## src/rtl/mmu_dma_master_if.sv

```systemverilog
// MMU core-side port owned by the DMA master while the arbiter grants it.
// The master drives address/write strobes; the MMU/arbiter side returns grant and read data.
interface mmu_dma_master_if;
    logic        bus_req;
    logic        bus_gnt;
    logic [31:0] core_addr;
    logic        core_wr_ena;
    logic [31:0] core_wr_data;
    logic [31:0] core_rd_data;

    modport master (
        output bus_req, core_addr, core_wr_ena, core_wr_data,
        input  bus_gnt, core_rd_data
    );

    modport slave (
        input  bus_req, core_addr, core_wr_ena, core_wr_data,
        output bus_gnt, core_rd_data
    );
endinterface

```

## src/rtl/mmu_dma_master.sv

```systemverilog
// Block copy/fill initiator on the MMU core port; fill support is compiled in with MMU_DMA_FILL_EN.
//
// state   | meaning
// IDLE    | waiting for start
// READ    | source address on the bus, waiting for grant
// WAIT    | registered-read data returning (RD_LATENCY = 1 only)
// WRITE   | destination write, gated by grant
// DONE    | one-cycle completion pulse
module mmu_dma_master #(
    parameter int         LEN_W      = 16,
    parameter int         RD_LATENCY = 0,
    parameter logic [3:0] VRAM_BANK  = 4'h2
) (
    input  logic             clk,
    input  logic             rst,
    input  logic             start,
    input  logic [31:0]      src_addr,
    input  logic [31:0]      dst_addr,
    input  logic [LEN_W-1:0] len,
`ifdef MMU_DMA_FILL_EN
    input  logic             fill_mode,
    input  logic [31:0]      fill_value,
`endif
    output logic             busy,
    output logic             done,
    output logic [LEN_W-1:0] words_left,
    mmu_dma_master_if.master bus
);

    generate
        if (RD_LATENCY != 0 && RD_LATENCY != 1) begin : g_bad_latency
            $fatal(1, "mmu_dma_master: RD_LATENCY must be 0 or 1");
        end
    endgenerate

    typedef enum logic [2:0] {
        S_IDLE,
        S_READ,
        S_WAIT,
        S_WRITE,
        S_DONE
    } state_t;

    state_t      state_q, state_d;
    logic [31:0] src_q, dst_q, data_q, addr_hold;
    logic [31:0] core_addr_c;
    logic        rd_accept, wr_accept;
    logic        fill_start, fill_q;
    logic [31:0] fill_word;
    logic        take_start;

    // VRAM words are 16-bit and word-indexed; everything else is byte-addressed 32-bit.
    function automatic logic [31:0] addr_step(input logic [31:0] a);
        return (a[31:28] == VRAM_BANK) ? 32'd1 : 32'd4;
    endfunction

`ifdef MMU_DMA_FILL_EN
    always_ff @(posedge clk or posedge rst) begin
        if (rst) begin
            fill_q <= 1'b0;
        end else if (take_start) begin
            fill_q <= fill_mode;
        end
    end
    assign fill_start = fill_mode;
    assign fill_word  = fill_value;
`else
    assign fill_start = 1'b0;
    assign fill_q     = 1'b0;
    assign fill_word  = 32'h0;
`endif

    assign take_start = (state_q == S_IDLE) && start;

    always_ff @(posedge clk or posedge rst) begin
        if (rst) begin
            state_q <= S_IDLE;
        end else begin
            state_q <= state_d;
        end
    end

    always_comb begin
        state_d   = state_q;
        rd_accept = 1'b0;
        wr_accept = 1'b0;
        unique case (state_q)
            S_IDLE: begin
                if (start) begin
                    if (len == '0) begin
                        state_d = S_DONE;
                    end else if (fill_start) begin
                        state_d = S_WRITE;
                    end else begin
                        state_d = S_READ;
                    end
                end
            end
            S_READ: begin
                if (bus.bus_gnt) begin
                    rd_accept = 1'b1;
                    state_d   = (RD_LATENCY == 1) ? S_WAIT : S_WRITE;
                end
            end
            S_WAIT: begin
                state_d = S_WRITE;
            end
            S_WRITE: begin
                if (bus.bus_gnt) begin
                    wr_accept = 1'b1;
                    if (words_left == LEN_W'(1)) begin
                        state_d = S_DONE;
                    end else if (!fill_q) begin
                        state_d = S_READ;
                    end
                end
            end
            S_DONE: begin
                state_d = S_IDLE;
            end
            default: begin
                state_d = S_IDLE;
            end
        endcase
    end

    always_ff @(posedge clk or posedge rst) begin
        if (rst) begin
            src_q      <= 32'h0;
            dst_q      <= 32'h0;
            data_q     <= 32'h0;
            addr_hold  <= 32'h0;
            words_left <= '0;
        end else begin
            if (take_start) begin
                src_q      <= src_addr;
                dst_q      <= dst_addr;
                words_left <= len;
                // Fill reuses the data register so core_wr_data needs no extra mux.
                if (fill_start && len != '0) begin
                    data_q <= fill_word;
                end
            end
            if (rd_accept) begin
                src_q <= src_q + addr_step(src_q);
            end
            // With registered RAM the read was issued in READ, so WAIT captures even without grant.
            if ((RD_LATENCY == 0 && rd_accept) || state_q == S_WAIT) begin
                data_q <= bus.core_rd_data;
            end
            if (wr_accept) begin
                dst_q      <= dst_q + addr_step(dst_q);
                words_left <= words_left - LEN_W'(1);
            end
            if (state_q == S_READ || state_q == S_WRITE) begin
                addr_hold <= core_addr_c;
            end
        end
    end

    always_comb begin
        core_addr_c = addr_hold;
        if (state_q == S_READ) begin
            core_addr_c = src_q;
        end else if (state_q == S_WRITE) begin
            core_addr_c = dst_q;
        end
    end

    assign bus.core_addr    = core_addr_c;
    assign bus.core_wr_data = data_q;
    assign bus.core_wr_ena  = (state_q == S_WRITE) && bus.bus_gnt;
    assign busy             = (state_q == S_READ) || (state_q == S_WAIT) || (state_q == S_WRITE);
    assign bus.bus_req      = busy;
    assign done             = (state_q == S_DONE);

endmodule

```

## src/flat_wrapper.sv

```systemverilog
// flat-port wrapper written by rule: the top's interface ports become plain ports
module mmu_dma_master_flat 
#(
    parameter int         LEN_W      = 16,
    parameter int         RD_LATENCY = 0,
    parameter logic [3:0] VRAM_BANK  = 4'h2
)
  (clk, rst, start, src_addr, dst_addr, len, busy, done, words_left, bus_bus_req, bus_core_addr, bus_core_wr_ena, bus_core_wr_data, bus_bus_gnt, bus_core_rd_data);
  mmu_dma_master_if bus_i ();
  input  logic clk;
  input  logic rst;
  input  logic start;
  input  logic [31:0] src_addr;
  input  logic [31:0] dst_addr;
  input  logic [LEN_W-1:0] len;
  output logic busy;
  output logic done;
  output logic [LEN_W-1:0] words_left;
  output wire logic [$bits(bus_i.bus_req)-1:0] bus_bus_req;
  output wire logic [$bits(bus_i.core_addr)-1:0] bus_core_addr;
  output wire logic [$bits(bus_i.core_wr_ena)-1:0] bus_core_wr_ena;
  output wire logic [$bits(bus_i.core_wr_data)-1:0] bus_core_wr_data;
  input wire logic [$bits(bus_i.bus_gnt)-1:0] bus_bus_gnt;
  input wire logic [$bits(bus_i.core_rd_data)-1:0] bus_core_rd_data;
  assign bus_bus_req = bus_i.bus_req;
  assign bus_core_addr = bus_i.core_addr;
  assign bus_core_wr_ena = bus_i.core_wr_ena;
  assign bus_core_wr_data = bus_i.core_wr_data;
  assign bus_i.bus_gnt = bus_bus_gnt;
  assign bus_i.core_rd_data = bus_core_rd_data;
  mmu_dma_master #(.LEN_W(LEN_W), .RD_LATENCY(RD_LATENCY), .VRAM_BANK(VRAM_BANK)) u_core (.clk(clk), .rst(rst), .start(start), .src_addr(src_addr), .dst_addr(dst_addr), .len(len), .busy(busy), .done(done), .words_left(words_left), .bus(bus_i));
endmodule
```

## config.mk

```make
export PLATFORM = sky130hd
export DESIGN_NAME = mmu_dma_master_flat
export DESIGN_NICKNAME = d
export VERILOG_FILES = /design/src/rtl/mmu_dma_master_if.sv /design/src/rtl/mmu_dma_master.sv /design/src/flat_wrapper.sv
export SDC_FILE = /design/constraint.sdc
export NUM_CORES = 1
export LEC_CHECK = 0
export ABC_AREA = 1
export CELL_PAD_IN_SITES_DETAIL_PLACEMENT = 0
export CELL_PAD_IN_SITES_GLOBAL_PLACEMENT = 1
export CORE_MARGIN = 5
export CORE_UTILIZATION = 40
export CTS_CLUSTER_DIAMETER = 60
export DETAILED_ROUTE_END_ITERATION = 6
export HOLD_SLACK_MARGIN = 0.03
export PLACE_DENSITY_LB_ADDON = 0.1
export SETUP_SLACK_MARGIN = 0.02
export SYNTH_ARGS = -nofsm -noshare
export SYNTH_HDL_FRONTEND = slang
export SYNTH_SLANG_ARGS = --single-unit
```

## constraint.sdc

```tcl
create_clock -name clk -period 7.6 [get_ports clk]
set_input_delay 1.52 -clock clk [delete_from_list [all_inputs] [get_ports clk]]
set_output_delay 1.52 -clock clk [all_outputs]
set_load 0.03 [all_outputs]
```

# ---- Word level (Yosys, flattened, before mapping)
# Cells that the tools add are included.
# Widths: inputs -> output; s select.
dict set report classes {
  addsub 3
  eq_ne 10
  reduce_logical 11
  mux 19
}
# operator n
set ops {}
lappend ops {{$mux 32} 6}
lappend ops {{$add 32x32->32} 2}
lappend ops {{$mux 16} 2}
lappend ops {{$mux 3} 7}
lappend ops {{$eq 16x1->1 const B} 1}
lappend ops {{$logic_not 16->1} 1}
lappend ops {{$sub 16x1->16 const B} 1}
lappend ops {{$pmux 3 s4} 1}
lappend ops {{$eq 4x2->1 const B} 2}
lappend ops {{$eq 3x2->1 const B} 2}
lappend ops {{$ne 2x2->1 const B} 3}
lappend ops {{$logic_or 1x1->1} 4}
lappend ops {{$reduce_bool 2->1} 2}
lappend ops {{$eq 3x1->1 const B} 1}
lappend ops {{$eq 3x3->1 const B} 1}
lappend ops {{$logic_not 3->1} 1}
lappend ops {{$mux 1} 3}
lappend ops {{$reduce_and 3->1} 1}
lappend ops {{$logic_and 1x1->1} 2}
dict set report totals {
  word_cells 49
  regBits 147
}

# ---- Logic depth before layout (Yosys ltp)
# Gate-level depths: netlist of run 1.
dict set report logic_depth {
  depth_word 4
  mapped_depth 13
  depth_no_buf 13
}

# ---- Worst setup path after synthesis of run 1
# No wires, ideal clock.
dict set report synth_path {
  kind {input to output}
  startpoint {in bus_bus_gnt}
  endpoint {out bus_core_wr_ena}
  setup_slack_ps 4075
  path_buffers 1
  arrival_time_ps 2005
  t_required_ps 6080
  cell_stages 3
  cell_sequence {inv_2 -> nor2_4 -> buf_2}
}
dict set report synth_via {
  elab_chain_cells 1
}
# item line
set synth_rtl {}
lappend synth_rtl {{start: declaration} flat_wrapper.sv:23} ;# input wire logic [$bits(bus_i.bus_gnt)-1:0] bus_bus_gnt;
lappend synth_rtl {{$logic_and 1x1->1} mmu_dma_master.sv:172} ;# assign bus.core_wr_ena = (state_q == S_WRITE) && bus.bus_gnt;
lappend synth_rtl {{end: declaration} flat_wrapper.sv:21} ;# output wire logic [$bits(bus_i.core_wr_ena)-1:0] bus_core_wr_ena;
# No other way between the ends.

# ---- Worst setup path in the final report of run 1
# Same ends and word-level chain as after synthesis.

==> results of run 1 <==
[power by group through the flow]
stage,registers [W],clock network [W],logic (W)
after floorplan,0.00168,0,0.00171
after global placement,0.00152,0,0.00290
after detailed placement,0.00153,0,0.00293
after CTS,0.00152,0.000893,0.00294
after global routing,0.00159,0.000923,0.00315
final,0.00153,0.000877,0.00291
[state kept, by name (all words and copies together) (netlist names)]
name                     flops
u_core.dst_q                32
u_core.addr_hold            32
u_core.state_q               3
u_core.src_q                32
u_core.words_left           16
u_core.bus.core_wr_data     32
[worst max-delay path, stage by stage]
cell and delay (ns):
sky130_fd_sc_hd__clkdlybuf4s50_1 0.60, sky130_fd_sc_hd__inv_2 0.11, sky130_fd_sc_hd__nor2_4 0.20, sky130_fd_sc_hd__clkdlybuf4s50_1 0.71
[metrics by stage]
| stage | power (W) | setup slack, ns | cell area [um^2] |
|---|---|---|---|
| 6_report | 0.00532 | 2.94 | 11600 |
| 3_5_place_dp | 0.00446 | 2.92 | 11000 |
| 5_1_grt | 0.00566 | 2.87 | 11600 |
| 2_1_floorplan | 0.00339 | 2.13 | 8860 |
| 3_3_place_gp | 0.00442 | 2.93 | 11000 |
| 4_1_cts | 0.00535 | 2.91 | 11600 |
[how the worst min path moves through the flow]
stage                                     start                                to  slack (ns)  depth (start not counted)
2_1_floorplan  u_core.addr_hold[11]$_DFFE_PP0P_  u_core.addr_hold[11]$_DFFE_PP0P_        0.45                          2
3_3_place_gp   u_core.addr_hold[11]$_DFFE_PP0P_  u_core.addr_hold[11]$_DFFE_PP0P_        0.47                          2
3_5_place_dp   u_core.addr_hold[28]$_DFFE_PP0P_  u_core.addr_hold[28]$_DFFE_PP0P_        0.47                          2
4_1_cts        u_core.addr_hold[25]$_DFFE_PP0P_  u_core.addr_hold[25]$_DFFE_PP0P_        0.49                          2
5_1_grt        u_core.addr_hold[24]$_DFFE_PP0P_  u_core.addr_hold[24]$_DFFE_PP0P_        0.50                          2
6_report       u_core.addr_hold[19]$_DFFE_PP0P_  u_core.addr_hold[19]$_DFFE_PP0P_        0.49                          2
[cells in the mapped netlist, types with 2 or more instances]
library cell / number / area [um^2]
sky130_fd_sc_hd__a21oi_1: 6 / 30.0
sky130_fd_sc_hd__buf_1: 5 / 18.8
sky130_fd_sc_hd__buf_2: 18 / 90.1
sky130_fd_sc_hd__buf_4: 6 / 45.0
sky130_fd_sc_hd__buf_6: 3 / 33.8
sky130_fd_sc_hd__clkbuf_1: 8 / 30.0
sky130_fd_sc_hd__dfrtp_1: 147 / 3680
sky130_fd_sc_hd__ha_1: 8 / 100
sky130_fd_sc_hd__inv_1: 90 / 338
sky130_fd_sc_hd__inv_2: 7 / 26.3
sky130_fd_sc_hd__mux2_2: 2 / 22.5
sky130_fd_sc_hd__mux2_4: 30 / 450
sky130_fd_sc_hd__nand2_1: 418 / 1570
sky130_fd_sc_hd__nand2_2: 3 / 18.8
sky130_fd_sc_hd__nand2_4: 2 / 22.5
sky130_fd_sc_hd__nand3_1: 127 / 636
sky130_fd_sc_hd__nand3b_1: 2 / 15.0
sky130_fd_sc_hd__nand4_1: 3 / 18.8
sky130_fd_sc_hd__nor2_1: 154 / 578
sky130_fd_sc_hd__nor2_2: 3 / 18.8
sky130_fd_sc_hd__nor2_4: 6 / 67.6
sky130_fd_sc_hd__nor3_1: 6 / 30.0
sky130_fd_sc_hd__nor4_1: 3 / 18.8
sky130_fd_sc_hd__o211ai_1: 31 / 233
sky130_fd_sc_hd__o21a_1: 7 / 52.6
sky130_fd_sc_hd__o21ai_0: 21 / 105
sky130_fd_sc_hd__o21ai_1: 11 / 55.1
sky130_fd_sc_hd__o21bai_1: 9 / 67.6
sky130_fd_sc_hd__o221ai_1: 35 / 307
sky130_fd_sc_hd__o22ai_1: 10 / 62.6
sky130_fd_sc_hd__or2_2: 2 / 12.5
sky130_fd_sc_hd__xor2_1: 9 / 78.8
[logic make-up (layout without fill, tap and decap cells)]
| family | after synthesis | count (layout) | share of synthesized area |
|---|---|---|---|
| simple gates | 731 | 731 | 0.341 |
| flops | 147 | 147 | 0.415 |
| buf+inv | 137 | 333 | 0.0657 |
| compound gates | 132 | 132 | 0.105 |
| mux | 32 | 32 | 0.0534 |
| xor+xnor | 9 | 9 | 0.00890 |
| fa+ha+maj | 8 | 8 | 0.0113 |
[metal layers]
layer | global-route usage | up-vias | wire length, um
li1 | - | 4312 | -
met1 | 0.317 | 4058 | 13700
met2 | 0.357 | 183 | 13400
met3 | 0.0376 | 22 | 1120
met4 | 0.0524 | 0 | 367
met5 | 0 | - | 0
[cell type report]
type                       count  share of cell area
multi-input combinational    912               0.396
sequential                   147               0.317
timing repair buffer         204               0.175
clock buffer                  17              0.0366
inverter                      97              0.0318
tap                          280              0.0301
clock inverter                15              0.0149
==> summary.md, run 1 <==
| Metric | Value |
|---|---|
| DR DRC count | `0` |
| Longest Clk Path Bufs | `2` |
| Highest ir drop seen on vdd | `about 0.2 mV` |
| Die Footprint | `25200 um^2` |
| Startpoint class of the critical path | `input pin` |
| Fraction of power spent switching nets | `0.472` |
| Setup CP Type | `in -> out` |
| Setup Viol. Count Final | `0` |
| Count of distinct cell types in the synthesized netlist | `36` |
| Share of total power in combinational logic | `0.548` |
| Sw Pwr | `0.00251 W` |
| Clock sink total | `147` |
| Transition time at the pin with the least slew margin | `1.06 ns` |
| Endpoint required time on the critical path | `6.08 ns` |
| Ratio of final minimum period to clock period | `0.614` |
| Global Route Usage Sum | `0.223` |
| Internal power contribution | `approximately 0.0028 W` |
| Horizontal die dimension | `~160 um` |
| Clock input transition at the sequential cells of the worst setup and hold paths | `0.06 ns` |
| Worst R2R Start | `u_core.dst_q[29]$_DFFE_PP0P_` |
| Worst R2R Path Depth | `13` |
| Drt initial violations | `560` |
| H-tree Lvls | `4` |
| Footprint of the flip-flops and latches | `3680 um^2` |
| CTS Root Cell | `sky130_fd_sc_hd__clkbuf_16` |
| Result of the run | `completed` |
| Synthesized cell area | `8860 um^2` |
| Die Height | `159 um` |
| Via count of the first global-routing pass | `8195` |
| Launching instance or port of the critical path | `bus_bus_gnt` |
| Fraction of registers with async set or reset after synthesis | `1.00` |
| Mean routed wirelength per cell | `17.1 um` |
| Count of yosys warnings during synthesis | `0` |
| Final count of hold timing violations | `0` |
| Initial standard-cell utilization of the core | `0.406` |
| Nets@finish | `roughly 1500` |
| Period minus WS final | `~4.7 ns` |
| Layout cell share with drive strength beyond 1 | `0.0668` |
| Vias | `roughly 8600` |
| Share of total power in the clock network | `0.165` |
| Number of diodes | `0` |
| Power per standard cell area | `457 nW/um^2` |
| Seq pwr share | `0.287` |
| Primary FF master, synth | `sky130_fd_sc_hd__dfrtp_1` |
| Fin Clk Skew | `0.0111 ns` |
| Number of vias per cell | `~5.1` |
| Clock latency on the worst-skew pair | `0.42 ns` |
| Endpoint of the worst register-to-register path | `u_core.dst_q[29]$_DFFE_PP0P_` |
| Hold Buf Count CTS | `0` |
| Post-synth EDFFs | `0` |
| Avg Inst Size Synth | `7.41 um^2` |
| Final Slew Violations | `0` |
| Number of core rows | `54` |
| Number of max-cap violations | `0` |
| Buffer count from post-CTS setup fixing | `0` |
| Total clock buffers created by CTS | `17` |
| Final weighted congestion in routability-driven placement | `0.884` |
| CTS tree | `built` |
| Number of cells upsized or downsized after cts | `0` |
| First drt pass iteration count | `5` |
| Commonest non-fill, non-tap cells in the layout | `sky130_fd_sc_hd__nand2_1, sky130_fd_sc_hd__clkdlybuf4s50_1, sky130_fd_sc_hd__nor2_1, sky130_fd_sc_hd__dfrtp_1, sky130_fd_sc_hd__nand3_1` |
| Number of storage elements in the synthesis netlist | `roughly 150` |
| Combined area of the multi-input logic cells | `4600 um^2` |
| R2R Setup Slk | `4.60 ns` |
| Maximum fanout count along the critical path | `4` |
| Crit path arrival time | `between 3 and 4 ns` |
| Instance count of the mapped netlist | `1196` |
| Last element of the critical path | `bus_core_wr_ena` |
| Setup repair after global routing missed its margin | `no` |
| Routed Wire Length | `28600 um` |
| Maximum clock frequency | `about 0.21 GHz` |
| Post-Syn Nets | `1320` |
| Hold WC Path Type | `reg -> reg` |
| Area growth, synth to finish | `31.2%` |
| Count of placed standard cells including taps | `1640` |
| Post-layout utilization of the core | `0.533` |
| Dpl hpwl | `around 21000 um` |
| Final instance count without filler cells | `1672` |
| Maximum number of pins on one net before global-route repair | `just over 80` |
| Fill cell count | `2187` |
| Number of input and output port buffers inserted | `199` |
| First-pass GRT wire length | `45600 um` |
| Core Footprint | `21800 um^2` |
| Total leakage power | `between 5 and 6 nW` |
| Antenna-violating nets left | `0` |
| Part of the Yosys area used for sequential elements | `0.415` |
| Max_slew headroom | `0.294` |
| Total negative slack | `0 ns` |
| I/O pin cnt | `200` |
| Crit path capture type | `primary output` |
| Most frequent standard cell in the layout excluding fill and tap cells | `sky130_fd_sc_hd__nand2_1` |
| Number of antenna violations at the first check in global routing | `0` |
| Final Hold Slack | `0.488 ns` |
| Aggregate global routing overflow | `0` |
No activity file was read; power rests on OpenSTA's default activity.
==> inputs of run 2 (changes only) <==
CORE_UTILIZATION = 33   (was 40)
clock period = 3.74 ns   (was 7.6 ns; I/O delays follow)
==> run 2 against run 1 <==
Compared with the run above: worst hold slack improved by 0.0022 ns; register-to-register slack got worse by 3.6 ns; worst setup slack got worse by 2.7 ns; largest cell class unchanged.
==> summary.md, run 2 (synthesis gave the netlist of run 1 again) <==
| Metric | Value |
|---|---|
| Result of the run | `completed` |
| Area growth, synth to finish | `33.5%` |
| Final Slew Violations | `0 (unchanged)` |
| Startpoint class of the critical path | `flop` |
| HP Start | `u_core.addr_hold[30]$_DFFE_PP0P_` |
| Top delay family on crit path | `simple AND/OR/NAND/NOR gates` |
| Horizontal die dimension | `174 um (+9.5%)` |
| Dpl hpwl | `23000 um (+9.1%)` |
| Commonest non-fill, non-tap cells in the layout | `sky130_fd_sc_hd__nand2_1, sky130_fd_sc_hd__clkdlybuf4s50_1, sky130_fd_sc_hd__nor2_1, sky130_fd_sc_hd__dfrtp_1, sky130_fd_sc_hd__nand3_1` |
| Crit path capture type | `primary output` |
| Setup CP Type | `reg -> out` |
| Final instance count without filler cells | `1745 (+4.4%)` |
| Total clock buffers created by CTS | `17 (unchanged)` |
| Number of max-cap violations | `0 (unchanged)` |
| Period minus WS final | `3.54 ns` |
| Maximum number of pins on one net before global-route repair | `86 (+4.9%)` |
| Number of vias per cell | `4.91 (-4.3%)` |
| Power per standard cell area | `919 nW/um^2 (+100%)` |
| Crit path arrival time | `2.79 ns (-0.35 ns)` |
| Core Footprint | `26700 um^2 (+22%)` |
| CTS Root Cell | `sky130_fd_sc_hd__clkbuf_16` |
| Total negative slack | `0 ns (unchanged)` |
| Mean routed wirelength per cell | `17.4 um (+1.5%)` |
| Maximum clock frequency | `0.282 GHz` |
| Global Route Usage Sum | `0.200 (-0.0233)` |
| Fin Clk Skew | `0.0143 ns (+0.00314 ns)` |
| Worst R2R Path Depth | `12 (-1)` |
| Clock latency on the worst-skew pair | `0.43 ns (about the same)` |
| Vias | `8568 (-0.082%)` |
| Met3 global-route usage | `0.0312 (-0.00640)` |
| Hold WC Path Type | `reg -> reg` |
| Number of antenna violations at the first check in global routing | `0 (unchanged)` |
| I/O pin cnt | `200 (unchanged)` |
| Buffer count from post-CTS setup fixing | `0 (unchanged)` |
| Cell Chain, Critical Path | `inv_2 -> nand2_4 -> nor2_4 -> nand2_1 -> o211ai_1 -> clkdlybuf4s50_1` |
| DR DRC count | `0 (unchanged)` |
| Count of placed standard cells including taps | `1713 (+4.5%)` |
| Longest Clk Path Bufs | `2 (unchanged)` |
| Max_slew headroom | `0.657 (+0.363)` |
| Endpoint with the worst hold slack | `u_core.addr_hold[30]$_DFFE_PP0P_` |
| Setup repair after global routing missed its margin | `no` |
| Via count of the first global-routing pass | `8594 (+4.9%)` |
| Nets@finish | `1515 (+0.80%)` |
| Final count of hold timing violations | `0 (unchanged)` |
| First-pass GRT wire length | `48000 um (+5.3%)` |
| Number of cells upsized or downsized after cts | `0 (unchanged)` |
| Die Height | `174 um (+9.5%)` |
| First drt pass iteration count | `5 (unchanged)` |
| GR Layer Usage met1 | `0.277 (-0.0403)` |
| Footprint of the flip-flops and latches | `3680 um^2 (unchanged)` |
| Clock sink total | `147 (unchanged)` |
| Antenna-violating nets left | `0 (unchanged)` |
| Number of input and output port buffers inserted | `199 (unchanged)` |
| Endpoint required time on the critical path | `2.99 ns (-3.09 ns)` |
| Clock input transition at the sequential cells of the worst setup and hold paths | `0.07 ns (about the same)` |
| Busiest grt layer | `met2` |
| Largest stage delay on the critical path | `0.72 ns (about the same)` |
| Aggregate global routing overflow | `0 (unchanged)` |
| Hold Buf Count CTS | `0 (unchanged)` |
| Most frequent standard cell in the layout excluding fill and tap cells | `sky130_fd_sc_hd__nand2_1` |
| Die Footprint | `30200 um^2 (+20%)` |
| Number of core rows | `60 (+11%)` |
| Number of diodes | `0 (unchanged)` |
| Setup Viol. Count Final | `0 (unchanged)` |
| Global routing usage on met2 | `0.332 (-0.0248)` |
| Fill cell count | `2783 (+27%)` |
| Maximum fanout count along the critical path | `34 (+30)` |
| Transition time at the pin with the least slew margin | `0.514 ns (-0.542 ns)` |
| Drt initial violations | `641 (+14%)` |
| Initial standard-cell utilization of the core | `0.331 (-0.0744)` |
| Layout cell share with drive strength beyond 1 | `0.0755 (+0.00869)` |
| Highest ir drop seen on vdd | `0.307 mV (+53%)` |
| Worst hold path cell count | `2 (unchanged)` |
| Combined area of the multi-input logic cells | `4600 um^2 (unchanged)` |
| Final weighted congestion in routability-driven placement | `0.859 (-2.8%)` |
| R2R Setup Slk | `1.05 ns (-3.55 ns)` |
| Endpoint of the worst register-to-register path | `u_core.src_q[20]$_DFFE_PP0P_` |
| Post-layout utilization of the core | `0.442 (-0.0902)` |
| Sum of buffers and inverters on the critical path | `2 (-1)` |
| Routed Wire Length | `30300 um (+5.9%)` |
| H-tree Lvls | `4 (unchanged)` |
| Total leakage power | `5.11 nW (+1.4%)` |
| Ratio of final minimum period to clock period | `0.947` |
| Worst R2R Start | `u_core.src_q[29]$_DFFE_PP0P_` |
| Slowest CP cell | `sky130_fd_sc_hd__clkdlybuf4s50_1` |
| CTS tree | `built` |
[run 2: cell count changes in the layout (fill, tap and decap cells not counted)]
cell	before	now
sky130_fd_sc_hd__bufinv_16	2	1
sky130_fd_sc_hd__inv_6	5	6
sky130_fd_sc_hd__buf_4	5	14
sky130_fd_sc_hd__clkinv_2	2	1
sky130_fd_sc_hd__clkinv_4	3	1
sky130_fd_sc_hd__clkinvlp_4	1	2
sky130_fd_sc_hd__clkdlybuf4s50_1	199	198
sky130_fd_sc_hd__buf_12	0	4
sky130_fd_sc_hd__inv_8	3	5
[run 2: worst max-delay path by stage]
| stage | end | cells past startpoint | from |
|---|---|---|---|
| 2_1_floorplan | u_core.addr_hold[0]$_DFFE_PP0P_ | 1 | rst |
| 3_3_place_gp | bus_core_addr[20] | 6 | u_core.state_q[2]$_DFFE_PP0P_ |
| 3_5_place_dp | bus_core_addr[20] | 6 | u_core.state_q[2]$_DFFE_PP0P_ |
| 4_1_cts | bus_core_addr[20] | 6 | u_core.state_q[2]$_DFFE_PP0P_ |
| 5_1_grt | bus_core_addr[20] | 6 | u_core.state_q[2]$_DFFE_PP0P_ |
| 6_report | bus_core_addr[20] | 6 | u_core.state_q[2]$_DFFE_PP0P_ |
[run 2: worst min-delay path: cells and delay by family, from the launching register on]
| kind | cells | cell delay [ns] |
|---|---|---|
| AOI/OAI and AO/OA | 1 | 0.06 |
| and+or+nand+nor | 1 | 0.06 |
| DFF | 1 | 0.33 |
[run 2: where the power goes]
group	internal [W]	switching, W	leakage, nW
combinational	0.00239	0.00359	3.02
sequential	0.00236	0.000771	1.80
clock	0.000952	0.000808	0.289
total	0.00570	0.00517	5.11
[run 2: final cells by class]
| class | count | share of cell area |
|---|---|---|
| Multi-Input combinational cell | 912 | 0.389 |
| Sequential cell | 147 | 0.311 |
| Timing Repair Buffer | 216 | 0.183 |
| Tap cell | 341 | 0.0361 |
| Clock buffer | 17 | 0.0360 |
| Inverter | 97 | 0.0311 |
| Clock inverter | 15 | 0.0135 |
[run 2: stage by stage]
step           hold WS (ns)  area, um^2  worst slack, ns  power (W)
3_3_place_gp          0.467       11200            0.669    0.00914
6_report              0.490       11800            0.198     0.0109
2_1_floorplan         0.454        8860             1.14    0.00690
5_1_grt               0.507       11800           0.0604     0.0116
3_5_place_dp          0.477       11200            0.629    0.00917
4_1_cts               0.495       11800            0.170     0.0110
[run 2: per-layer routing]
layer	share of wire	routed length [um]	vias up
met3	0.041	1230	17
met1	0.47	14400	4040
met5	0	0	-
met2	0.47	14400	176
met4	0.011	334	0
li1	-	-	4335
==> inputs of run 3 (changes only) <==
CORE_ASPECT_RATIO = 1.2   (was default)
HOLD_SLACK_MARGIN = default   (was 0.03)
==> run 3 against run 2 <==
Compared with the run above: sequential cell count unchanged; worst setup slack better by 0.031 ns; critical endpoint is now bus_core_addr[15]; clock skew increased by 0.00085 ns; utilization up 0.62 points; sequential share of layout area barely moved; first-iteration DRC count shrank 30%; final cell count shrank 0.23%; via count grew 1.6%; count of clock-buffer cells in the layout did not move; total power increased by 0.25%.
==> summary.md, run 3 (synthesis gave the netlist of run 1 again) <==
| Metric | Value |
|---|---|
| Ratio of final minimum period to clock period | `0.939 (-0.00842)` |
| Routed Wire Length | `30800 um (+1.6%)` |
| Cell Chain, Critical Path | `inv_2 -> nand2_4 -> nor2_4 -> nand2_1 -> nand3_1 -> clkdlybuf4s50_1` |
| Max_slew headroom | `0.449 (-0.208)` |
| Layout cell share with drive strength beyond 1 | `0.0768 (+0.00132)` |
| Hold WC Path Type | `reg -> reg` |
| Total clock buffers created by CTS | `17 (unchanged)` |
| Via count of the first global-routing pass | `8564 (-0.35%)` |
| Startpoint class of the critical path | `flop` |
| Final Slew Violations | `0 (unchanged)` |
| Final design instance area without fill | `11800 um^2 (about the same)` |
| Number of input and output port buffers inserted | `199 (unchanged)` |
| Setup Viol. Count Final | `0 (unchanged)` |
| Core Footprint | `26400 um^2 (-1.4%)` |
| Number of vias per cell | `5.00 (+1.8%)` |
| GR Layer Usage met1 | `0.266 (-0.0107)` |
| Most frequent standard cell in the layout excluding fill and tap cells | `sky130_fd_sc_hd__nand2_1` |
| Dpl hpwl | `23200 um (+0.84%)` |
| I/O pin cnt | `200 (unchanged)` |
| Period minus WS final | `3.51 ns (-0.0315 ns)` |
| Antenna-violating nets left | `0 (unchanged)` |
| Total placed instance area | `11200 um^2 (-0.24%)` |
| Total negative slack | `0 ns (unchanged)` |
| Global Route Usage Sum | `0.203 (+0.00294)` |
| Vias | `8703 (+1.6%)` |
| Power per standard cell area | `922 nW/um^2 (+0.27%)` |
| H-tree Lvls | `4 (unchanged)` |
| Number of diodes | `0 (unchanged)` |
| Clock input transition at the sequential cells of the worst setup and hold paths | `0.07 ns (about the same)` |
| Busiest grt layer | `met2` |
| Drt initial violations | `450 (-30%)` |
| Aggregate global routing overflow | `0 (unchanged)` |
| CTS Root Cell | `sky130_fd_sc_hd__clkbuf_16` |
| Commonest non-fill, non-tap cells in the layout | `sky130_fd_sc_hd__nand2_1, sky130_fd_sc_hd__clkdlybuf4s50_1, sky130_fd_sc_hd__nor2_1, sky130_fd_sc_hd__dfrtp_1, sky130_fd_sc_hd__nand3_1` |
| Met3 global-route usage | `0.0327 (+0.00147)` |
| Number of cells upsized or downsized after cts | `0 (unchanged)` |
| Total leakage power | `5.12 nW (+0.16%)` |
| Result of the run | `completed` |
| Setup CP Type | `reg -> out` |
| Clock sink total | `147 (unchanged)` |
| Transition time at the pin with the least slew margin | `0.827 ns (+0.313 ns)` |
| Final count of hold timing violations | `0 (unchanged)` |
| Longest Clk Path Bufs | `2 (unchanged)` |
| Slowest CP cell | `sky130_fd_sc_hd__clkdlybuf4s50_1` |
| First-pass GRT wire length | `48700 um (+1.4%)` |
| Maximum clock frequency | `0.285 GHz (+0.90%)` |
| Number of max-cap violations | `0 (unchanged)` |
| DR DRC count | `0 (unchanged)` |
| Horizontal die dimension | `160 um (-8.2%)` |
| Mean routed wirelength per cell | `17.7 um (+1.9%)` |
| Fin Clk Skew | `0.0151 ns (+0.000847 ns)` |
| Largest stage delay on the critical path | `0.70 ns (-0.02 ns)` |
| Maximum fanout count along the critical path | `34 (unchanged)` |
| Final weighted congestion in routability-driven placement | `0.881 (+2.6%)` |
| Number of antenna violations at the first check in global routing | `0 (unchanged)` |
| CTS tree | `built` |
| Maximum number of pins on one net before global-route repair | `148 (+72%)` |
| Clock latency on the worst-skew pair | `0.44 ns (about the same)` |
| First drt pass iteration count | `5 (unchanged)` |
| Nets@finish | `1517 (+0.13%)` |
| Area growth, synth to finish | `33.5% (about the same)` |
| Number of core rows | `65 (+8.3%)` |
| Die Height | `189 um (+9.0%)` |
| Crit path capture type | `primary output` |
| Endpoint required time on the critical path | `2.99 ns (about the same)` |
| Die Footprint | `30200 um^2 (about the same)` |
| Setup repair after global routing missed its margin | `no` |
| Highest ir drop seen on vdd | `0.352 mV (+15%)` |
| Crit path arrival time | `2.76 ns (-0.03 ns)` |
| Initial standard-cell utilization of the core | `0.336 (+0.00472)` |
| Global routing usage on met2 | `0.349 (+0.0170)` |
run 3: routing by layer:
metal,wire [um],vias up
met4,566,0
met1,13700,4136
met5,0,-
met2,15400,201
met3,1210,39
li1,-,4327
run 3: final timing paths:
| kind | start | endpoint | slack [ns] | cells after the start |
|---|---|---|---|---|
| max in group asynchronous | rst | u_core.addr_hold[25]$_DFFE_PP0P_ | 2.23 | 3 |
| hold / removal | u_core.addr_hold[4]$_DFFE_PP0P_ | u_core.addr_hold[4]$_DFFE_PP0P_ | 0.49 | 2 |
| setup reg to reg | u_core.src_q[29]$_DFFE_PP0P_ | u_core.src_q[23]$_DFFE_PP0P_ | 0.94 | 11 |
| setup / recovery | u_core.state_q[2]$_DFFE_PP0P_ | bus_core_addr[15] | 0.23 | 6 |
| hold reg to reg | u_core.addr_hold[4]$_DFFE_PP0P_ | u_core.addr_hold[4]$_DFFE_PP0P_ | 0.49 | 2 |
| min in group asynchronous | rst | u_core.words_left[0]$_DFFE_PP0P_ | 0.93 | 3 |
run 3: what timing repair did:
action | CTS | global route
buffers inserted | 0 | 3
hold buffers | 0 | 0
endpoints found under the setup margin | 0 | 1
run 3: area by class of cell:
type / instances / area [um^2]
fillers: 2708 / 14500
multi-input cells: 912 / 4600
flip-flops and latches: 147 / 3680
repair buffers: 218 / 2170
clock buffers: 17 / 425
well taps: 335 / 419
inverters: 97 / 368
clock inverters: 15 / 163
run 3: report_power, final:
group	internal, W	switching, W
Combinational	0.00242	0.00361
Clock	0.000900	0.000842
Sequential	0.00236	0.000761
Total	0.00568	0.00521
run 3: worst max-delay path: cells and delay by family, from the launching register on:
kind | cells | cell delay (ns)
AND/OR/NAND/NOR | 4 | 1.08
buffers and inverters | 2 | 0.83
flip-flops | 1 | 0.44
run 3: through the flow:
| step | utilization | hold WS [ns] | power, W | setup WS, ns | std cells |
|---|---|---|---|---|---|
| after floorplan | - | 0.454 | 0.00690 | 1.14 | 1196 |
| after global placement | 0.425 | 0.467 | 0.00917 | 0.640 | 1706 |
| after detailed placement | 0.425 | 0.472 | 0.00920 | 0.622 | 1706 |
| after CTS | 0.448 | 0.491 | 0.0110 | 0.146 | 1738 |
| after global routing | 0.449 | 0.513 | 0.0117 | 0.0422 | 1741 |
| final | 0.449 | 0.490 | 0.0109 | 0.229 | 1741 |
